--- config.mk ---
export PLATFORM = sky130hd
export DESIGN_NAME = instr_fetch_64_flat
export DESIGN_NICKNAME = d
export VERILOG_FILES = /design/src/rtl/instr_fetch_64_if.sv /design/src/rtl/instr_fetch_64.sv /design/src/flat_wrapper.sv
export SDC_FILE = /design/constraint.sdc
export NUM_CORES = 1
export LEC_CHECK = 0
export ABC_AREA = 1
export BUFFER_PORTS_ARGS = -buffer_cell sky130_fd_sc_hd__buf_2
export CORE_ASPECT_RATIO = 1.2
export CORE_MARGIN = 2
export CORE_UTILIZATION = 32
export CTS_CLUSTER_SIZE = 14
export DETAILED_ROUTE_END_ITERATION = 6
export PLACE_DENSITY = 0.54
export SLEW_MARGIN = 20
export SYNTH_ARGS = -nofsm -noshare
export SYNTH_HDL_FRONTEND = slang
export SYNTH_SLANG_ARGS = --single-unit
--- constraint.sdc ---
create_clock -name clk -period 2.11 [get_ports clk]
set_input_delay 0.1055 -clock clk [delete_from_list [all_inputs] [get_ports clk]]
set_output_delay 0.1055 -clock clk [all_outputs]
set_load 0.1 [all_outputs]
--- src/rtl/instr_fetch_64_if.sv ---
// Instruction-memory read port of the fetch stage: a one-cycle request with an
// address, answered later by a valid strobe carrying the 32-bit word.
interface instr_fetch_64_if;
    logic        imem_req;
    logic [63:0] imem_addr;
    logic [31:0] imem_rdata;
    logic        imem_valid;

    modport master (
        output imem_req,
        output imem_addr,
        input  imem_rdata,
        input  imem_valid
    );

    modport slave (
        input  imem_req,
        input  imem_addr,
        output imem_rdata,
        output imem_valid
    );
endinterface

--- src/rtl/instr_fetch_64.sv ---
// Instruction fetch stage: owns the PC, reads one word per fetch from
// instruction memory and hands it to the instruction register with load_ir.
//
//   state | meaning
//   ------+--------------------------------------------------------------
//   IDLE  | no fetch in progress, waiting for fetch_en
//   REQ   | imem_req pulse (or misaligned-PC detection)
//   WAIT  | waiting for imem_valid, counting towards the timeout
//   LOAD  | load_ir strobe, instruction captured
//   HOLD  | instruction held until the control unit advances
//   FAULT | sticky timeout/misaligned fault, left only by reset
module instr_fetch_64 #(
    parameter logic [63:0] RESET_PC = 64'h0,
    parameter int unsigned MAX_WAIT = 15
) (
    input  logic                    clk,
    input  logic                    reset,
    input  logic                    fetch_en,
    instr_fetch_64_if.master        imem,
    output logic                    load_ir,
    output logic [31:0]             instruction,
    output logic [63:0]             pc,
    input  logic                    advance,
    input  logic                    pc_write,
    input  logic [63:0]             pc_next,
    output logic                    busy,
    output logic                    fault,
    output logic                    misaligned
);

    typedef enum logic [2:0] {IDLE, REQ, WAIT, LOAD, HOLD, FAULT} state_t;

    localparam logic [7:0] WAIT_LAST = 8'(MAX_WAIT - 1);

    state_t      state;
    logic [7:0]  wait_cnt;
    logic        req_q;
    logic [63:0] pc_adv;

    assign pc_adv         = pc_write ? pc_next : pc + 64'd4;
    assign imem.imem_addr = pc;
    assign imem.imem_req  = req_q;

    // The request strobe is decided on the edge entering REQ so it is high
    // exactly during the REQ cycle; a misaligned PC never raises it.
    always_ff @(posedge clk) begin
        if (reset) begin
            state       <= IDLE;
            pc          <= RESET_PC;
            instruction <= '0;
            wait_cnt    <= '0;
            req_q       <= 1'b0;
            load_ir     <= 1'b0;
            busy        <= 1'b0;
            fault       <= 1'b0;
            misaligned  <= 1'b0;
        end else begin
            req_q   <= 1'b0;
            load_ir <= 1'b0;
            case (state)
                IDLE: begin
                    if (fetch_en) begin
                        state <= REQ;
                        busy  <= 1'b1;
                        req_q <= (pc[1:0] == 2'b00);
                    end
                end
                REQ: begin
                    wait_cnt <= '0;
                    if (pc[1:0] != 2'b00) begin
                        state      <= FAULT;
                        busy       <= 1'b0;
                        fault      <= 1'b1;
                        misaligned <= 1'b1;
                    end else begin
                        state <= WAIT;
                    end
                end
                WAIT: begin
                    if (imem.imem_valid) begin
                        instruction <= imem.imem_rdata;
                        load_ir     <= 1'b1;
                        state       <= LOAD;
                    end else begin
                        wait_cnt <= wait_cnt + 8'd1;
                        // this is the MAX_WAIT-th empty WAIT cycle
                        if (wait_cnt == WAIT_LAST) begin
                            state      <= FAULT;
                            busy       <= 1'b0;
                            fault      <= 1'b1;
                            misaligned <= 1'b0;
                        end
                    end
                end
                LOAD: begin
                    state <= HOLD;
                    busy  <= 1'b0;
                end
                HOLD: begin
                    if (advance) begin
                        pc <= pc_adv;
                        if (fetch_en) begin
                            state <= REQ;
                            busy  <= 1'b1;
                            req_q <= (pc_adv[1:0] == 2'b00);
                        end else begin
                            state <= IDLE;
                        end
                    end
                end
                FAULT: begin
                end
                default: begin
                    state <= IDLE;
                    busy  <= 1'b0;
                end
            endcase
        end
    end

endmodule

--- src/flat_wrapper.sv ---
// flat-port wrapper written by rule: the top's interface ports become plain ports
module instr_fetch_64_flat 
#(
    parameter logic [63:0] RESET_PC = 64'h0,
    parameter int unsigned MAX_WAIT = 15
)
  (clk, reset, fetch_en, load_ir, instruction, pc, advance, pc_write, pc_next, busy, fault, misaligned, imem_imem_req, imem_imem_addr, imem_imem_rdata, imem_imem_valid);
  instr_fetch_64_if imem_i ();
  input  logic clk;
  input  logic reset;
  input  logic fetch_en;
  output logic load_ir;
  output logic [31:0] instruction;
  output logic [63:0] pc;
  input  logic advance;
  input  logic pc_write;
  input  logic [63:0] pc_next;
  output logic busy;
  output logic fault;
  output logic misaligned;
  output wire logic [$bits(imem_i.imem_req)-1:0] imem_imem_req;
  output wire logic [$bits(imem_i.imem_addr)-1:0] imem_imem_addr;
  input wire logic [$bits(imem_i.imem_rdata)-1:0] imem_imem_rdata;
  input wire logic [$bits(imem_i.imem_valid)-1:0] imem_imem_valid;
  assign imem_imem_req = imem_i.imem_req;
  assign imem_imem_addr = imem_i.imem_addr;
  assign imem_i.imem_rdata = imem_imem_rdata;
  assign imem_i.imem_valid = imem_imem_valid;
  instr_fetch_64 #(.RESET_PC(RESET_PC), .MAX_WAIT(MAX_WAIT)) u_core (.clk(clk), .reset(reset), .fetch_en(fetch_en), .imem(imem_i), .load_ir(load_ir), .instruction(instruction), .pc(pc), .advance(advance), .pc_write(pc_write), .pc_next(pc_next), .busy(busy), .fault(fault), .misaligned(misaligned));
endmodule
==> results of run 1 <==
==> worst register-to-register path, stage by stage (launching register included) <==
cell and delay [ns]:
sky130_fd_sc_hd__dfxtp_1 0.49, sky130_fd_sc_hd__nand2_1 0.12, sky130_fd_sc_hd__nor2_1 0.30, sky130_fd_sc_hd__nand2_1 0.19
sky130_fd_sc_hd__nor2_1 0.20, sky130_fd_sc_hd__nand3_1 0.09, sky130_fd_sc_hd__nand2_1 0.06, sky130_fd_sc_hd__nand3_1 0.16
sky130_fd_sc_hd__nand2_1 0.10, sky130_fd_sc_hd__a21oi_1 0.06
==> cells in the final DEF, fill, tap and decap left out, drive strengths merged, types with 2 or more instances in the layout <==
cell / count
nand2: 414
buf: 294
nor2: 200
inv: 119
dfxtp: 112
a21oi: 109
nand3: 97
o21ai: 77
dlygate4sd3: 19
nand4: 16
nor3: 14
clkbuf: 10
o31ai: 7
a211oi: 3
ha: 3
a31oi: 2
nor3b: 2
o211ai: 2
clkinvlp: 2
o21bai: 2
or2: 2
==> power groups by stage <==
stage / clock network [mW] / logic (mW) / registers [mW]
global placement: 0 / 3.45 / 2.62
CTS: 1.88 / 3.49 / 2.58
detailed placement: 0 / 3.46 / 2.63
global route: 1.94 / 3.69 / 2.62
floorplan: 0 / 1.70 / 3.74
finish: 1.83 / 3.47 / 2.58
==> area by class of cell <==
cell class              count  area [µm²]  share of cell area [%]
diodes                      1        2.50                  0.0260
clock buffers              10         229                    2.38
clock inverters             5        65.1                   0.675
inverters                 117         439                    4.56
multi-input cells         956        4430                    46.0
flip-flops and latches    112        2290                    23.7
well taps                 320         400                    4.15
repair buffers            313        1780                    18.5
==> layer usage <==
metal	up-vias	global-route usage [%]
li1	4503	-
met1	4123	27.0
met2	320	41.4
met3	67	4.67
met4	10	11.3
met5	-	0
==> registers in the layout, indices dropped and copies added (netlist names) <==
signal	count
u_core.busy	1
u_core.instruction	32
u_core.imem.imem_req	1
u_core.imem.imem_addr	64
u_core.load_ir	1
u_core.fault	1
u_core.misaligned	1
u_core.wait_cnt	8
u_core.state	3
==> how the worst min path moves through the flow <==
stage,to,slack [ns],cells past startpoint
after floorplan,u_core.imem.imem_addr[2]$_SDFFE_PP0P_,0.26,2
after global placement,u_core.imem.imem_addr[3]$_SDFFE_PP0P_,0.38,3
after global routing,u_core.instruction[1]$_SDFFE_PP0P_,0.01,3
after detailed placement,u_core.imem.imem_addr[2]$_SDFFE_PP0P_,0.37,3
final,u_core.instruction[10]$_SDFFE_PP0P_,0.01,3
after CTS,u_core.instruction[26]$_SDFFE_PP0P_,0.00003,3
==> cell families (layout without fill, tap and decap cells) <==
group / count (synthesis) / count (layout) / synth area share, %
other cells: 0 / 1 / 0
flops: 112 / 112 / 28.8
xor+xnor: 2 / 2 / 0.225
fa+ha+maj: 3 / 3 / 0.482
buf+inv: 229 / 445 / 14.3
compound gates: 206 / 206 / 14.2
simple gates: 745 / 745 / 42.0
==> impl.org, run 1 <==
** Clock network
- After clock tree synthesis, the flow added hold-fix buffers numbering 19.
- In this run, post-CTS repair resized a total of 0 instances.
- Number of buffers created by CTS :: 9
- CTS max path bufs :: 2
- Clock latency on the worst-skew pair, taken at its later pin, is 0.36 ns.
- Clock-pin slew reported for the worst setup and hold paths after clock tree synthesis :: 0.08 ns
- TritonCTS clock tree :: yes
- CTS placed an instance of sky130_fd_sc_hd__clkbuf_16 at the clock tree root.
- Number of buffers inserted to repair setup after CTS :: 0
- The clock net in this run drives a total of 112 sinks.
- CTS built an H-tree with a depth of 3.

** Power
- Areal power density over the cells :: 817 nW/µm²
- For this design the static power due to leakage is 4.34 nW.
- Total net switching power :: 3.93 mW
- Final total power :: 7.88 mW
- The internal power of the cells totals 3.95 mW.
- Sequential cells account for 32.7% of the total power.
- Per report_power, the clock group accounts for 23.2% of the total.
- Per report_power, the combinational group accounts for 44.1% of the total.
- Switching power share of the total :: 49.9%
- Peak VDD IR :: 0.522 mV

** Finish
- Utilization after layout :: 40.3%
- For this run, the post-layout net count is 1614.
- Post-synthesis to final-layout area growth :: 23.8%
- The finished layout holds 1834 standard cells, fillers aside.
- The finished cells cover 9640 µm².
- Fraction of final layout cells sized beyond drive strength 1 :: 27.7%
- Number of fillers in the final layout :: 2705

** Worst setup path
- The startpoint identified for the worst register-to-register timing path is u_core.imem.imem_addr[39]$_SDFFE_PP0P_.
- Counting buffers and inverters, the worst setup path is 9 cells deep.
- For flop-to-flop paths, the worst setup slack is 0.18 ns.
- For the worst flop-to-flop path, the logic depth is 9.
- The worst setup path is launched from a flop.
- Dominant cell type by count on the critical path :: sky130_fd_sc_hd__nand2_1
- Reg-to-reg critical path endpoint :: u_core.imem.imem_addr[48]$_SDFFE_PP0P_
- Data arrives at the worst endpoint at 2.15 ns.
- By startpoint and endpoint, the worst setup path is classified as reg -> reg.
- Tracing the worst setup path back leads to its startpoint at u_core.imem.imem_addr[39]$_SDFFE_PP0P_.
- Critical Path End :: u_core.imem.imem_addr[48]$_SDFFE_PP0P_
- STA classifies the critical path endpoint as a flop.
- Kind of cell with the highest combined delay on the critical path :: simple AND/OR/NAND/NOR gates
- Number of buffer and inverter instances along the worst setup path :: 0
- At the worst endpoint, the required time is 2.33 ns.
- The signal on the critical path passes through nand2_1, nor2_1, nand2_1, nor2_1, nand3_1, nand2_1, nand3_1, nand2_1, a21oi_1.
- Critical-path cell with the highest stage delay :: sky130_fd_sc_hd__dfxtp_1
- For this run, the slowest stage of the critical path takes 0.49 ns.
- In this run the worst path has a maximum fanout of 7.

** Synth
- Post-synthesis sequential element count :: 112
- Leading area contributor after synthesis :: sky130_fd_sc_hd__dfxtp_1
- After synthesis, the netlist uses 41 different library cells.
- Top post-synthesis cells by area :: sky130_fd_sc_hd__dfxtp_1 (29%), sky130_fd_sc_hd__nand2_1 (19%), sky130_fd_sc_hd__nor2_1 (8.0%), sky130_fd_sc_hd__a21oi_1 (6.9%), sky130_fd_sc_hd__buf_4 (6.2%)
- In this run the biggest area consumer among cell types represents 28.8% of the synthesized area.
- Synth Net Count :: 1402
- After synthesis, the share of flip-flops with an asynchronous set or reset is 0%.
- The cell area that synthesis handed to floorplanning was 7790 µm².
- After synthesis, the mean cell area works out to 6.00 µm².
- Among all flip-flop cells after synthesis, the most frequent one is sky130_fd_sc_hd__dfxtp_1.
- Number of enable-type register cells in the synthesized netlist :: 0
- The Yosys step of the flow raised 0 warnings.
- By instance count, the leading cell after synthesis is sky130_fd_sc_hd__nand2_1.
- By count the netlist is led by sky130_fd_sc_hd__nand2_1 (397), sky130_fd_sc_hd__nor2_1 (167), sky130_fd_sc_hd__dfxtp_1 (112), sky130_fd_sc_hd__a21oi_1 (107), sky130_fd_sc_hd__inv_1 (105).
- Counting every instance in the synthesized netlist gives 1297.
- After synthesis, flip-flops and latches occupy 28.8% of the total area.

** Route
- Number of DRC markers after the initial detailed-route iteration :: 452
- In the final routing, the length of wire on met1 measures 12.3 mm.
- After detailed routing, the average wire length per cell comes to 16.7 µm.
- Detailed-route DRC error count :: 0
- Total length of routed wires :: 30.6 mm
- Number of detailed-routing iterations run before antenna repair :: 5
- Wire length on met2 :: 15.0 mm
- Total number of vias :: 9023
- The count of nets left with antenna violations once routing finished came out at 0.
- Dividing the detail-routed via count by the number of cells gives 4.92.
- After detailed routing, no signal wire sits above met5.
- The routed design uses 1.94 mm of met3 wire.

** Floorplan
- Initial Utilization :: 32.6%
- Chip Height :: 175 µm
- In this run the count of I/O pins placed on the die edge is 267.
- The die is 146 µm wide.
- Core outline area :: 23900 µm²
- The floorplan has 62 rows.
- The floorplan step defined a die boundary enclosing 25600 µm².

** Status
- The flow ran to the end, and the final reports show no timing, DRC or antenna violations.

** Timing
- Worst rel slew slack :: 47.9%
- Final count of negative-setup-slack endpoints :: 0
- Pins Over Slew Limit :: 0
- After routing, the total negative slack on setup checks comes to 0 ns.
- Once routing completed, OpenROAD measured the worst setup slack at 0.182 ns.
- The final count of hold timing violations came to 0.
- Between clock sinks in the finished design, the worst skew comes to 0.0123 ns.
- Fmax :: 0.519 GHz
- Setup repair after global routing left no endpoint under its margin.
- For the finished layout, the period the worst path requires is 1.93 ns.
- Final period util :: 91.4%
- Transition time at the pin with the least slew margin :: 0.781 ns
- Across all hold checks on the routed design, the worst slack comes to 0.0134 ns.

** Placed design
- During placement, the flow inserted port buffers numbering 266.
- Placer congestion estimate :: 0.932
- Setup WS pre-CTS :: 0.231 ns
- Once detailed placement completed, the half-perimeter wirelength came to 23.9 mm.
- Post-Place Cells :: 1799
- After detailed placement, the total cell area comes to 9150 µm².

** GRT
- After global routing the overflow that remains totals 0.
- The initial antenna violation count is 6.
- Number of global-route vias before repair :: 8462
- Entering global routing, the biggest net connects 62 pins.
- Across every metal layer, demand over resource in global routing totals 23.4%.
- The first global-routing pass estimated 46.8 mm of wire.

** Hold path
- Worst min-delay path category :: in -> reg
- Startpoint of the tightest hold check path :: imem_imem_rdata[10]

** Job
- Across the run, the number of max-cap violations was 0.
Note: power is estimated with default switching activity, not from simulation.
==> run 2, diff against run 1 <==
--- a/config.mk
+++ b/config.mk
@@ -9,10 +9,11 @@
 export BUFFER_PORTS_ARGS = -buffer_cell sky130_fd_sc_hd__buf_2
 export CORE_ASPECT_RATIO = 1.2
 export CORE_MARGIN = 2
-export CORE_UTILIZATION = 32
+export CORE_UTILIZATION = 40
 export CTS_CLUSTER_SIZE = 14
 export DETAILED_ROUTE_END_ITERATION = 6
-export PLACE_DENSITY = 0.54
+export MAX_ROUTING_LAYER = met4
+export PLACE_DENSITY = 0.65
 export SLEW_MARGIN = 20
 export SYNTH_ARGS = -nofsm -noshare
 export SYNTH_HDL_FRONTEND = slang
==> run 2 against run 1 <==
Effect of this change: clock-buffer cell count is 1 lower; highest routed layer is now met4; final cell count is 4.0% lower; critical path depth is 1 lower; critical path type unchanged; register-to-register slack better by 0.03 ns; sequential power hardly changed; cell area is 2.0% lower; setup slack better by 0.032 ns.
==> impl.org, run 2 (synthesis results as in run 1) <==
** Finish
- In the layout the commonest cells are sky130_fd_sc_hd__nand2_1 (397), sky130_fd_sc_hd__buf_2 (265), sky130_fd_sc_hd__nor2_1 (167).
- Leaving out fill and tap cells, the most frequent cell in the layout is sky130_fd_sc_hd__nand2_1.
- The post-route netlist has 27.8% of its cells at a drive strength greater than 1.
- Once layout is complete, the cells apart from fillers number 1760.
- Compared with the post-synthesis result, the final layout area differs by 21.4%.
- Flip-flop count of the largest register after layout :: 64
- Number of nets in the layout :: 1602
- After routing the design area is 9450 µm².

** Timing
- Of the available clock period, the critical path in the final layout requires 89.8%.
- Fmax :: 0.528 GHz
- Final count of negative-setup-slack endpoints :: 0
- The final count of hold timing violations came to 0.
- Pins Over Slew Limit :: 0
- Final worst clock skew :: 0.0106 ns
- Measured against its own limit, the worst slew margin works out to 58.5%.
- Final TNS setup :: 0 ns
- At the pin with the least slew margin, the transition time is 0.617 ns.
- RSZ-0062 raised after global routing :: false
- Crit path time final :: 1.90 ns

** GRT
- Global-route usage over all layers :: 28.0%
- The via count of the first global-routing pass was 8547.
- First-pass GRT wire length :: 44.4 mm
- Entering global routing, the biggest net connects 82 pins.
- Congestion Overflow GR :: 0
- The initial antenna violation count was 2.

** Route
- Total number of vias :: 9012
- Number of detailed-routing iterations run before antenna repair :: 7
- After detailed routing, the number of remaining DRC violations is 0.
- Antenna Violating Nets Remaining :: 0
- Per-cell routed wire length :: 16.3 µm
- Total length of routed wires :: 28.8 mm
- Post-DR vias/cell :: 5.12
- In this run, the number of DRC markers left after iteration 0 of detailed routing was 573.

** Placed design
- After detailed placement, the design holds a cell count of 1731.
- Placed instance area :: 9040 µm²
- The wire-length estimate of the detail-placed layout is 22.1 mm.
- Placer congestion estimate :: 0.980
- Number of I/O port buffers :: 266

** Power
- Peak VDD IR :: 0.794 mV
- Areal power density over the cells :: 822 nW/µm²
- Summed over all cells, the static leakage comes to 4.28 nW.

** Floorplan
- The floorplan step defined a die boundary enclosing 20600 µm².
- The floorplan has 55 rows.
- Initial Utilization :: 41.0%
- 267 I/O pins were placed.
- Measured along the y axis, the die boundary spans 157 µm.
- Core outline area :: 19000 µm²
- The floorplan step set the die width to 131 µm.

** Hold path
- Worst min-delay path category :: in -> reg

** Worst setup path
- Maximum cell stage delay along the critical path :: 0.51 ns
- R2r setup slk :: 0.21 ns
- STA classifies the critical path startpoint as a flop.
- Required time of the critical path :: 2.41 ns
- Traced cell by cell, the critical path runs through ha_1, nand2_2, nor2_8, nand3_2, inv_2, o21ai_0, nand2_1, a21oi_1.
- On the critical path, the stage with the largest delay is an instance of sky130_fd_sc_hd__o21ai_0.
- Of all nets on the critical path, the largest fanout is 6.
- Critical Path End Type :: flop
- STA puts the critical path data arrival time at 2.19 ns.
- The critical path is of the reg -> reg type.
- Number of buffer and inverter instances along the worst setup path :: 1
- Kind of cell with the highest combined delay on the critical path :: compound AO/OA/AOI/OAI gates

** Clock network
- Buffers inserted during clock tree synthesis total 9.
- TritonCTS clock tree :: yes
- The root buffer cell chosen for the clock tree is sky130_fd_sc_hd__clkbuf_16.
- Clock sinks :: 112
- The number of gates resized after CTS was 0.
- Clock-pin slew reported for the worst setup and hold paths after clock tree synthesis :: 0.09 ns
- Number of levels in the clock H-tree :: 3
- Clock latency on the worst-skew pair, taken at its later pin, is 0.37 ns.
- The clock passes through at most 2 buffers.

** Job
- Number of maximum-capacitance violations :: 0

** Status
- Run status :: complete, no violations
run 2: worst paths after layout:
check	start	endpoint	depth (start not counted)
max	u_core.imem.imem_addr[2]$_SDFFE_PP0P_	u_core.imem.imem_addr[12]$_SDFFE_PP0P_	8
min	imem_imem_rdata[19]	u_core.instruction[19]$_SDFFE_PP0P_	3
max reg2reg	u_core.imem.imem_addr[2]$_SDFFE_PP0P_	u_core.imem.imem_addr[12]$_SDFFE_PP0P_	8
min reg2reg	u_core.fault$_SDFFE_PP0P_	u_core.fault$_SDFFE_PP0P_	2
run 2: power breakdown:
group / switching [mW] / internal [mW] / total, mW
combinational: 2.78 / 0.655 / 3.44
sequential: 0.233 / 2.33 / 2.57
clock: 0.935 / 0.828 / 1.76
total: 3.95 / 3.82 / 7.77
run 2: area by class of cell:
class	instances	area (µm²)
diodes	2	5.00
clock buffers	9	225
clock inverters	7	66.3
fillers	2042	9540
inverters	117	439
multi-input cells	956	4430
flip-flops and latches	112	2290
well taps	256	320
repair buffers	301	1670
run 2: repair_timing:
item / in CTS / in global routing
buffers inserted: 0 / 0
hold buffers: 11 / 0
endpoints found under the hold margin: 11 / 0
run 2: through the flow:
stage	power, mW	util (%)	setup slack (ns)	hold WS, ns
finish	7.77	49.8	0.215	0.00967
global route	8.13	49.8	0.114	0.0175
CTS	7.82	49.7	0.213	0.000972
detailed placement	6.03	47.6	0.224	0.385
global placement	6.02	47.6	0.256	0.378
floorplan	5.44	-	0.000661	0.258
run 2: routing by layer:
layer | part of all wire (%) | routed length [µm] | global-route usage (%) | up-vias
li1 | - | - | - | 4489
met1 | 41 | 11700 | 32.0 | 4141
met2 | 50 | 14300 | 48.9 | 317
met3 | 5.7 | 1640 | 4.11 | 65
met4 | 3.8 | 1100 | 12.6 | 0
met5 | 0 | 0 | - | -
run 2: worst reg2reg max path, cell delays in order (launching register included):
cell,delay (ns)
sky130_fd_sc_hd__dfxtp_2,0.35
sky130_fd_sc_hd__ha_1,0.23
sky130_fd_sc_hd__nand2_2,0.14
sky130_fd_sc_hd__nor2_8,0.06
sky130_fd_sc_hd__nand3_2,0.20
sky130_fd_sc_hd__inv_2,0.09
sky130_fd_sc_hd__o21ai_0,0.51
sky130_fd_sc_hd__nand2_1,0.10
sky130_fd_sc_hd__a21oi_1,0.16
==> run 3, diff against run 2 <==
--- a/config.mk
+++ b/config.mk
@@ -5,7 +5,7 @@
 export SDC_FILE = /design/constraint.sdc
 export NUM_CORES = 1
 export LEC_CHECK = 0
-export ABC_AREA = 1
+export ABC_AREA = 0
 export BUFFER_PORTS_ARGS = -buffer_cell sky130_fd_sc_hd__buf_2
 export CORE_ASPECT_RATIO = 1.2
 export CORE_MARGIN = 2
@@ -13,7 +13,7 @@
 export CTS_CLUSTER_SIZE = 14
 export DETAILED_ROUTE_END_ITERATION = 6
 export MAX_ROUTING_LAYER = met4
-export PLACE_DENSITY = 0.65
+export PLACE_DENSITY = 0.67
 export SLEW_MARGIN = 20
 export SYNTH_ARGS = -nofsm -noshare
 export SYNTH_HDL_FRONTEND = slang
==> run 3 against run 2 <==
Effect of this change: the flow now finishes with violations (setup timing); clock power about the same; sequential share of layout area increased by 1.5 points; die area decreased by 13%; clock-buffer cell count unchanged; first-iteration DRC count decreased by 9.2%; critical path depth decreased by 2.
==> impl.org, run 3 <==
** Placed design
- After detailed placement, the design holds a cell count of 1354.
- OpenSTA, run right after detailed placement, puts the worst setup slack at -0.0367 ns.
- Number of I/O port buffers :: 266
- Placer congestion estimate :: 0.934
- HPWL Detailed :: 17.0 mm
- The placed instances occupy a cell area of 8630 µm².

** Synth
- Library cell with the highest instance count after synthesis :: sky130_fd_sc_hd__nand2_1
- Simple-gate share of the synthesized area :: 31.4%
- In this run the biggest area consumer among cell types represents 33.4% of the synthesized area.
- The synthesized netlist devotes 0.559% of its cell area to adder and majority cells.
- In this run, synthesis produced a sequential element count of 112.
- During synthesis, Yosys emitted a total of 0 warnings.
- XOR/XNOR share of the synthesized area :: 0.522%
- Leading area contributor after synthesis :: sky130_fd_sc_hd__dfxtp_1
- Dominant combinational cell family by area after synthesis :: simple AND/OR/NAND/NOR gates
- Summing the areas of all compound-gate instances in the mapped netlist gives 21.3% of the synthesized area.
- Sequential area share after synthesis :: 33.4%
- FFs w/ async S/R, synth :: 0%
- Average cell area after synthesis :: 7.41 µm²
- Synthesis produced a netlist whose cell count is 906.
- Synthesis produced a netlist with a net count of 1011.
- In the synthesized netlist, the cells that appear most often are sky130_fd_sc_hd__nand2_1 (142), sky130_fd_sc_hd__dfxtp_1 (112), sky130_fd_sc_hd__a21oi_1 (102), sky130_fd_sc_hd__nor2_1 (65), sky130_fd_sc_hd__buf_4 (64).
- After synthesis, the share of cell area in mux cells is 1.49%.
- Post-synth design cell area :: 6710 µm²
- Top post-synthesis cells by area :: sky130_fd_sc_hd__dfxtp_1 (33%), sky130_fd_sc_hd__nand2_1 (7.9%), sky130_fd_sc_hd__a21oi_1 (7.6%), sky130_fd_sc_hd__buf_4 (7.2%), sky130_fd_sc_hd__nor2_1 (3.6%)
- Main flop type after synthesis :: sky130_fd_sc_hd__dfxtp_1
- Number of enable-type register cells in the synthesized netlist :: 0
- The synthesized netlist contains 64 unique library cells.

** Power
- Across the VDD grid, the largest voltage drop is 0.619 mV.
- The analysis attributes to cell leakage a power of 4.24 nW.
- Dividing total power by cell area gives a power density of 766 nW/µm².
- Final total power :: 7.23 mW

** Clock network
- CTS max path bufs :: 2
- TritonCTS built the clock tree.
- Number of buffers created by CTS :: 9
- The later pin in the worst-skew pair is clocked with a latency of 0.36 ns.
- Root buffer cell :: sky130_fd_sc_hd__clkbuf_16
- Clock-pin slew reported for the worst setup and hold paths after clock tree synthesis :: 0.08 ns
- Number of levels in the clock H-tree :: 3
- Clock sinks :: 112

** Route
- In this run the remaining antenna-violating nets after routing total 0.
- Per-cell routed wire length :: 16.9 µm
- For this block, the routed nets add up to 23.9 mm of wire.
- Number of detailed-routing iterations run before antenna repair :: 5
- Detailed-route DRC error count :: 0
- Post-DR vias/cell :: 5.51
- The first routing iteration left 520 violations.
- Total number of vias :: 7812

** Hold path
- Along the worst hold path, the cell count comes to 3.
- The tightest min-delay check is of the in -> reg type.
- Startpoint of the tightest hold check path :: pc_next[34]

** Finish
- The finished layout holds 1418 standard cells, fillers aside.
- From synthesis to final layout, the design area changed by 40.5%.
- The filler cells instantiated in the layout total 1560.
- The post-route netlist has 40.6% of its cells at a drive strength greater than 1.
- Most frequent standard cell in the layout excluding fill and tap cells :: sky130_fd_sc_hd__buf_2
- The finished cells cover 9430 µm².
- In the layout the commonest cells are sky130_fd_sc_hd__buf_2 (264), sky130_fd_sc_hd__nand2_1 (141), sky130_fd_sc_hd__a21oi_1 (102).
- Flip-flop count of the largest register after layout :: 64
- In the final design database the tool counted 1304 nets.

** Timing
- Worst rel slew slack :: 61.1%
- The final max-slew violation count is 0.
- Setup slack of the critical path after layout :: -0.0314 ns
- For this run, the top clock speed supported by timing is 0.467 GHz.
- The final count of hold timing violations came to 0.
- RSZ-0062 raised after global routing :: true
- Final count of negative-setup-slack endpoints :: 2
- Final worst clock skew :: 0.00966 ns
- For the finished layout, the period the worst path requires is 2.14 ns.
- Transition time at the pin with the least slew margin :: 0.583 ns
- Final period util :: 101%

** Floorplan
- Overall die width :: 122 µm
- Chip Height :: 146 µm
- Once the floorplan was initialized, standard cells occupied 41.1% of the core.
- 267 I/O pins were placed.
- In this run the core area contains 51 standard-cell rows.
- The die covers 17800 µm².
- Core outline area :: 16300 µm²

** Worst setup path
- Startpoint of the worst setup timing path :: u_core.imem.imem_addr[40]$_SDFFE_PP0P_
- Maximum fanout count along the critical path :: 4
- The critical path is of the reg -> reg type.
- For the worst setup path, the data arrival time is 2.40 ns.
- The worst register-to-register path begins at u_core.imem.imem_addr[40]$_SDFFE_PP0P_.
- Worst Reg2Reg Path Length in Cells :: 6
- The worst setup path is captured at a flop.
- Required time of the critical path :: 2.37 ns
- Category of the worst setup path launch point :: flop

** GRT
- The initial antenna violation count was 2.
- The first global-routing pass estimated 37.4 mm of wire.
- Entering global routing, the biggest net connects 72 pins.
- The via count of the first global-routing pass was 7284.
- Global-route usage over all layers :: 26.9%
- For this run the aggregate overflow at the end of global routing stands at 0.

** Status
- The run finished, with violations left.
- Failing checks :: setup timing

** Job
- Number of maximum-capacitance violations :: 0
==> run 3: final timing paths <==
check | end | slack [ns]
worst max-delay path | u_core.imem.imem_addr[53]$_SDFFE_PP0P_ | -0.03
worst min-delay path | u_core.imem.imem_addr[34]$_SDFFE_PP0P_ | 0.03
worst max register to register | u_core.imem.imem_addr[53]$_SDFFE_PP0P_ | -0.03
worst min register to register | u_core.instruction[11]$_SDFFE_PP0P_ | 0.45
==> run 3: metrics by stage <==
stage	hold WS (ns)	util (%)	setup TNS [ns]
after floorplan	0.242	-	-2.79
after global placement	0.346	52.8	0
after detailed placement	0.351	52.8	-0.0367
after CTS	0.00841	56.8	0
after global routing	0.0258	57.8	-0.572
final	0.0331	57.8	-0.0575
==> run 3: cell families (layout without fill, tap and decap cells) <==
kind of cell | count (synthesis) | count (layout)
muxes | 10 | 10
buffers and inverters | 133 | 431
other | 0 | 2
DFF | 112 | 112
adders and majority gates | 3 | 3
and+or+nand+nor | 409 | 409
AOI/OAI and AO/OA | 235 | 235
xor gates and xnor gates | 4 | 4
==> run 3: repair_timing <==
item,CTS,global route
gates resized for setup,0,16
gates cloned,0,0
endpoints found under the setup margin,5,16
pin swaps,5,11
setup buffers,2,10
endpoints found under the hold margin,34,0
hold buffers,34,0
==> run 3: critical path, cell delays in order, from the launching register on <==
cell,delay [ns]
sky130_fd_sc_hd__dfxtp_4,0.36
sky130_fd_sc_hd__nand4_1,0.16
sky130_fd_sc_hd__or4_4,0.55
sky130_fd_sc_hd__or3_4,0.36
sky130_fd_sc_hd__nor3_4,0.25
sky130_fd_sc_hd__o2111ai_1,0.16
sky130_fd_sc_hd__and3_1,0.18
==> run 3: power breakdown <==
part	switching, mW	total, mW	internal (mW)
registers	0.164	2.43	2.27
clock network	0.891	1.73	0.842
logic	2.36	3.06	0.702
total	3.41	7.23	3.81
==> run 3: cell type report <==
class	instances	area, µm²	area share [%]
Antenna cell	2	5.00	0.0531
Tap cell	212	265	2.81
Clock inverter	7	71.3	0.756
Sequential cell	112	2420	25.7
Multi-Input combinational cell	661	3850	40.9
Clock buffer	9	225	2.39
Timing Repair Buffer	404	2550	27.0
Inverter	11	41.3	0.438
==> run 3: layer usage <==
layer  share of wire [%]  track usage (%)  wire [µm]  vias up
li1                    -                -          -     3816
met4                 2.4             9.43        566        0
met2                  50             44.9      12000      320
met5                   0                -          0        -
met1                  41             32.7       9910     3641
met3                 6.0             3.80       1440       35
